`src/rtl/bnn_weight_streamer.sv`:
```
// Host-side transmitter for the BNN weight-load nibble protocol: buffers one byte per
// neuron and streams each as low/high nibble beats. Optional macro: STREAM_GAP_EN.
module bnn_weight_streamer #(
  parameter int NUM_NEURONS = 12,
  parameter int IDX_W       = 4
) (
  input  logic             clk,
  input  logic             reset,
  input  logic             wr_valid,
  output logic             wr_ready,
  input  logic [IDX_W-1:0] wr_idx,
  input  logic [7:0]       wr_data,
  input  logic             start,
  input  logic             stall,
  output logic [3:0]       nib_out,
  output logic             load_en,
  output logic             busy,
  output logic             done
);

  typedef enum logic [2:0] {
    IDLE,
    SEND_LO,
    SEND_HI,
`ifdef STREAM_GAP_EN
    GAP,
`endif
    FINISH
  } state_t;

  localparam logic [IDX_W-1:0] LAST_IDX = IDX_W'(NUM_NEURONS - 1);

  state_t           state;
  logic [IDX_W-1:0] idx;
  logic [7:0]       weight_mem [NUM_NEURONS];
  logic             wr_hit;

  // Writes are refused for the whole stream so the core sees the snapshot taken at start.
  assign wr_ready = ~busy;
  assign wr_hit   = wr_valid && wr_ready && (32'(wr_idx) < NUM_NEURONS);

  always_ff @(posedge clk) begin
    if (reset) begin
      state   <= IDLE;
      idx     <= '0;
      nib_out <= '0;
      load_en <= 1'b0;
      busy    <= 1'b0;
      done    <= 1'b0;
      // NOTE: the buffer is small and must read back 0x00 after reset, so it is flops, not RAM.
      for (int i = 0; i < NUM_NEURONS; i++) weight_mem[i] <= '0;
    end else begin
      done <= 1'b0;
      if (wr_hit) weight_mem[wr_idx] <= wr_data;

      case (state)
        IDLE: begin
          load_en <= 1'b0;
          if (start) begin
            state <= SEND_LO;
            busy  <= 1'b1;
            idx   <= '0;
          end
        end

        SEND_LO: begin
          if (stall) begin
            load_en <= 1'b0;
          end else begin
            nib_out <= weight_mem[idx][3:0];
            load_en <= 1'b1;
            state   <= SEND_HI;
          end
        end

        SEND_HI: begin
          if (stall) begin
            load_en <= 1'b0;
          end else begin
            nib_out <= weight_mem[idx][7:4];
            load_en <= 1'b1;
            if (idx == LAST_IDX) begin
              state <= FINISH;
            end else begin
              idx   <= idx + 1'b1;
`ifdef STREAM_GAP_EN
              state <= GAP;
`else
              state <= SEND_LO;
`endif
            end
          end
        end

`ifdef STREAM_GAP_EN
        GAP: begin
          load_en <= 1'b0;
          state   <= SEND_LO;
        end
`endif

        FINISH: begin
          load_en <= 1'b0;
          nib_out <= '0;
          busy    <= 1'b0;
          done    <= 1'b1;
          state   <= IDLE;
        end

        default: begin
          load_en <= 1'b0;
          busy    <= 1'b0;
          state   <= IDLE;
        end
      endcase
    end
  end

endmodule

```
`config.mk`:
```
export PLATFORM = sky130hd
export DESIGN_NAME = bnn_weight_streamer
export DESIGN_NICKNAME = d
export VERILOG_FILES = /design/src/rtl/bnn_weight_streamer.sv
export SDC_FILE = /design/constraint.sdc
export NUM_CORES = 1
export LEC_CHECK = 0
export BUFFER_PORTS_ARGS = -buffer_cell sky130_fd_sc_hd__buf_2
export CAP_MARGIN = 20
export CORE_UTILIZATION = 45
export CTS_BUF_LIST = sky130_fd_sc_hd__clkbuf_16
export CTS_CLUSTER_SIZE = 10
export DETAILED_ROUTE_END_ITERATION = 8
export GPL_TIMING_DRIVEN = 0
export RECOVER_POWER = 50
export SLEW_MARGIN = 20
export SYNTH_ARGS = -nofsm -noshare
export SYNTH_HDL_FRONTEND = slang
export SYNTH_SLANG_ARGS = --single-unit
```
`constraint.sdc`:
```
create_clock -name clk -period 2.7 [get_ports clk]
set_clock_uncertainty 0.2 [all_clocks]
set_input_delay 0.54 -clock clk [delete_from_list [all_inputs] [get_ports clk]]
set_output_delay 0.54 -clock clk [all_outputs]
set_load 0.005 [all_outputs]
```
==> results.json, run 1 <==
{
  "final.fill_count": 1202,
  "wirelength_um": 14400,
  "syn2layout_area_growth_pct": 14.7,
  "syn-instance-count": 438,
  "clk_pin_slew_ps": 50,
  "clk_latency_ps": 420,
  "synth_top_family_by_area": "simple AND/OR/NAND/NOR gates",
  "cp-start-kind": "flip-flop",
  "tightest_slew_ps": 868,
  "cts-resized-gates": 0,
  "async_flop_share_pct": 0,
  "nNetsFinal": 536,
  "status": "finished clean",
  "io_buffers": 24,
  "post_drt_wl_per_cell_um": 20.5,
  "tns_ps": 0,
  "grt_max_degree": 17,
  "syn_area_um2": 6520,
  "hold_buffers": 0,
  "dieArea_um2": 15000,
  "grt_pass1_wl_um": 22100,
  "worst-path-buf-inv": 1,
  "synthAdderAreaFrac_pct": 1.15,
  "htree_num_levels": 4,
  "leakagePower_nw": 2.63,
  "synth_compound_area_share_pct": 3.72,
  "end_kind": "flip-flop",
  "crit_slowest_cell": "buf_1",
  "cts_sinks": 145,
  "cts_inserted_buffers": 17,
  "pin_count": 25,
  "die_w_um": 122,
  "finalCritPeriodShare_pct": 95.4,
  "hold_violations": 0,
  "antenna_found_initial": 0,
  "drt_iter0_drc": 309,
  "critPathArrivalTime_ps": 2650,
  "ys.flop_type": "edfxtp_1",
  "yosys.area.top_type_share_pct": 58.9,
  "overflow": 0,
  "synth_edf_count": 128,
  "dr.pass1.iters": 4,
  "grt.total_usage_pct": 21.2,
  "irDropWorstVdd_mv": 0.433,
  "clock_path_buffers": 2,
  "place_inst": 673,
  "fin_cells": 704,
  "synthTopCellsByArea": "edfxtp_1, and2_1, mux4_2",
  "routed_via_density": 5.34,
  "grt_pass1_vias": 3828,
  "final_cell_mix": "edfxtp_1, and2_0, and2_1",
  "max_freq_ghz": 0.388,
  "ys_seq_elements": 145,
  "yosys.area.top_type": "edfxtp_1",
  "worst_ep_required_time_ps": 2770,
  "ant_nets": 0,
  "cp_top_family": "multiplexers",
  "yosysSeqAreaShare_pct": 64.1,
  "cts_tree": "done",
  "max_cap_viol_count": 0,
  "synth-simple-area-share_pct": 15.3,
  "syn_avg_cell_area_um2": 14.9,
  "routabilityCongestion": 0.785,
  "root_buffer": "clkbuf_16",
  "crit_type": "reg -> reg",
  "synth-xor-area-share_pct": 0,
  "cpPeakStageDelay_ps": 690,
  "crit_chain": "buf_1, mux4_2, mux2_2, a32oi_1, a311oi_1",
  "yosysUniqueCellTypes": 41,
  "period_minus_slack_ps": 2570,
  "final_common_cell": "edfxtp_1",
  "crit_fanout": 10,
  "rsz0062_at_grt": "false",
  "antenna_cells": 0,
  "start_util_pct": 46.6,
  "hpwl_um": 9930,
  "synthMuxAreaShare_pct": 13.4,
  "postCtsSetupRepairBufs": 0,
  "slew_headroom_pct": 42.1,
  "die_h_um": 122,
  "row_count": 43,
  "core-area_um2": 14000,
  "min_path_type": "in -> reg",
  "finalMaxSlewViolations": 0,
  "powerDensity_nw_per_um2": 725,
  "drc": 0,
  "drive_above_1_share_pct": 16.2,
  "vias": 3759,
  "setup_viol": 0,
  "ys_warn_count": 0
}
-- routing by layer --
layer	up-vias	GRT usage (%)	share of wire, %
li1	1761	-	-
met2	102	33.0	48
met1	1878	27.9	44
met4	0	7.77	1.7
met5	-	0	0
met3	18	6.55	6.3
-- sequential cells by signal, summed over array words and instances (netlist names), named ones only --
name and flops:
weight_mem 128, idx 4, nib_out 4, state 2, busy 1, done 1
load_en 1
-- synth_stat cells, types with 2 or more instances --
library cell and count:
ha_1 6, a32oi_1 3, nor2b_1 5, nor3b_1 3, mux2_2 12, o21ai_0 2
clkbuf_1 15, buf_1 2, a311oi_1 4, buf_6 2, mux4_2 17, nor2_1 19
mux2i_1 17, a21oi_1 5, or2_2 12, dfxtp_1 17, inv_1 5, a41oi_1 4
nand2_1 14, or3_1 2, nand3_1 8, nand4b_1 2, edfxtp_1 128, nor3_1 6
mux4_1 7, and2_1 97, a22oi_1 6, nand2b_1 4, buf_4 2
-- worst paths after layout --
kind,from,to,slack [ps],depth (start not counted)
worst min register to register,nib_out[0]$_SDFFE_PP0P_,nib_out[0]$_SDFFE_PP0P_,310,2
worst min-delay path,stall,load_en$_SDFF_PP0_,210,2
worst max-delay path,flip-flop,nib_out[0]$_SDFFE_PP0P_,130,5
worst max register to register,flip-flop,nib_out[0]$_SDFFE_PP0P_,130,5
-- cells by family after synthesis --
family          count (synthesis)
simple gates                  174
flops                         145
mux                            53
compound gates                 31
buf+inv                        28
fa+ha+maj                       6
other cells                     1
-- final cells by class --
type	instances	area, µm²	area share [%]
sequential	145	4180	55.9
multi-input combinational	296	2320	31.0
clock buffer	17	425	5.69
tap	180	225	3.01
buffer	23	126	1.69
timing repair buffer	25	105	1.41
clock inverter	13	73.8	0.987
inverter	5	18.8	0.251
-- worst register-to-register path: cells and delay by family (launching register included) --
kind / cells / cell delay [ps]
buffers and inverters: 1 / 690
flip-flops: 1 / 430
multiplexers: 2 / 760
AO/OA/AOI/OAI: 2 / 360
-- metrics by stage --
step	area (µm²)	worst slack (ps)	utilization [%]	hold WS (ps)	total power, W
after CTS	7480	93.3	53.5	169	0.00546
final	7480	125	53.5	207	0.00542
after floorplan	6640	561	-	289	0.00320
after detailed placement	6990	-337	49.9	308	0.00345
after global placement	6990	-302	49.9	302	0.00343
after global routing	7480	11.1	53.5	203	0.00564
-- where the power goes --
group	internal [W]	total [W]	switching, W	leakage, nW
Sequential	0.00259	0.00266	0.0000735	1.44
Combinational	0.000298	0.000744	0.000446	0.944
Clock	0.00114	0.00202	0.000874	0.238
Power figures use the tool's default switching activity.
==> run 2: changes to the inputs <==
==> constraint.sdc (replaced) <==
create_clock -name clk -period 2.7 [get_ports clk]
set_clock_uncertainty 0.2 [all_clocks]
set_input_delay 0.405 -clock clk [delete_from_list [all_inputs] [get_ports clk]]
set_output_delay 0.405 -clock clk [all_outputs]
set_load 0.005 [all_outputs]
==> run 2 against run 1 <==
  * Utilization hardly changed
  * Cell area hardly changed
  * Total power hardly changed
  * First-iteration DRC count stayed put
  * Sequential share of layout area hardly changed
  * Combinational power hardly changed
  * Register-to-register slack hardly changed
  * Via count is 0.19% higher
  * Highest routed layer unchanged
==> results.json, run 2 (synthesis gave the netlist of run 1 again) <==
{
  "status": "finished clean",
  "crit_type": "reg -> reg",
  "period_minus_slack_ps": 2570,
  "clock_path_buffers": 2,
  "rrSetupSlack_ps": 130,
  "core-area_um2": 14000,
  "grt.total_usage_pct": 21.2,
  "cts_inserted_buffers": 17,
  "grt_pass1_wl_um": 22100,
  "row_count": 43,
  "nNetsFinal": 536,
  "worst_ep_required_time_ps": 2770,
  "dp_worst_setup_slack_ps": -202,
  "cts-resized-gates": 0,
  "postCtsSetupRepairBufs": 0,
  "grt_max_degree": 17,
  "hpwl_um": 9930,
  "drt_iter0_drc": 309,
  "leakagePower_nw": 2.63,
  "root_buffer": "clkbuf_16",
  "syn2layout_area_growth_pct": 14.7,
  "end_kind": "flip-flop",
  "die_w_um": 122,
  "cp-start-kind": "flip-flop",
  "final_area_um2": 7480,
  "final_common_cell": "edfxtp_1",
  "routabilityCongestion": 0.785,
  "clk_pin_slew_ps": 50,
  "cts_tree": "done",
  "htree_num_levels": 4,
  "dieArea_um2": 15000,
  "overflow": 0,
  "max_cap_viol_count": 0,
  "final.fill_count": 1202,
  "io_buffers": 24,
  "setup_ws_ps": 125,
  "cts_sinks": 145,
  "post_drt_wl_per_cell_um": 20.5,
  "routed_via_density": 5.35,
  "start_util_pct": 46.6,
  "dr.pass1.iters": 4,
  "crit_fanout": 10,
  "die_h_um": 122,
  "finalMaxSlewViolations": 0,
  "largest-register": "weight_mem",
  "irDropWorstVdd_mv": 0.433,
  "hold_ws_ps": 72.5,
  "place_inst": 673,
  "max_freq_ghz": 0.388,
  "reg_top3": "weight_mem: 128 flops, idx: 4 flops, nib_out: 4 flops",
  "hold_buffers": 0,
  "clk_latency_ps": 420,
  "slew_headroom_pct": 42.1,
  "critPathArrivalTime_ps": 2650,
  "tns_ps": 0,
  "largest_reg_flops": 128,
  "min_path_type": "in -> reg",
  "ant_nets": 0,
  "placed_area_um2": 6990,
  "antenna_cells": 0,
  "pin_count": 25,
  "antenna_found_initial": 0,
  "rsz0062_at_grt": "false",
  "finalCritPeriodShare_pct": 95.4,
  "vias": 3766,
  "tightest_slew_ps": 868,
  "hold_violations": 0,
  "grt_pass1_vias": 3828,
  "drc": 0,
  "wirelength_um": 14400,
  "fin_cells": 704,
  "powerDensity_nw_per_um2": 725,
  "drive_above_1_share_pct": 16.4,
  "final_cell_mix": "edfxtp_1, and2_0, and2_1",
  "setup_viol": 0
}
==> run 2: changes by cell type in the layout (fill, tap and decap cells not counted) <==
| cell | previous run | this run |
|---|---|---|
| clkbuf_1 | 31 | 30 |
| buf_2 | 9 | 10 |
==> run 2: worst max-delay path, stage by stage, from the launching register on <==
cell and delay (ps):
dfxtp_1 430, buf_1 690, mux4_2 470, mux2_2 290
a32oi_1 230, a311oi_1 130
==> run 2: final timing paths <==
kind / start / end / cells after the start
max reg2reg: flip-flop / nib_out[0]$_SDFFE_PP0P_ / 5
min: stall / load_en$_SDFF_PP0_ / 2
min reg2reg: nib_out[0]$_SDFFE_PP0P_ / nib_out[0]$_SDFFE_PP0P_ / 2
max: flip-flop / nib_out[0]$_SDFFE_PP0P_ / 5
==> run 2: metrics by stage <==
stage	total power (W)	util, %
floorplan	0.00320	-
global placement	0.00343	49.9
detailed placement	0.00345	49.9
CTS	0.00546	53.5
global route	0.00564	53.5
finish	0.00542	53.5
==> run 2: cell type report <==
cell class / instances / area [µm²] / share of cell area, %
plain buffers: 23 / 126 / 1.69
clock buffers: 17 / 425 / 5.69
clock inverters: 13 / 73.8 / 0.987
inverters: 5 / 18.8 / 0.251
multi-input cells: 296 / 2320 / 31.0
flip-flops and latches: 145 / 4180 / 55.9
well taps: 180 / 225 / 3.01
repair buffers: 25 / 106 / 1.42
==> run 2: layer usage <==
metal | up-vias | global-route usage, % | wire length [µm]
met5 | - | 0 | 0
met1 | 1884 | 27.9 | 6370
li1 | 1761 | - | -
met3 | 18 | 6.55 | 889
met4 | 0 | 7.77 | 242
met2 | 103 | 33.0 | 6910
==> run 2: power breakdown <==
group	internal (W)	total, W	switching [W]
sequential	0.00259	0.00266	0.0000735
combinational	0.000298	0.000745	0.000447
clock	0.00114	0.00202	0.000873
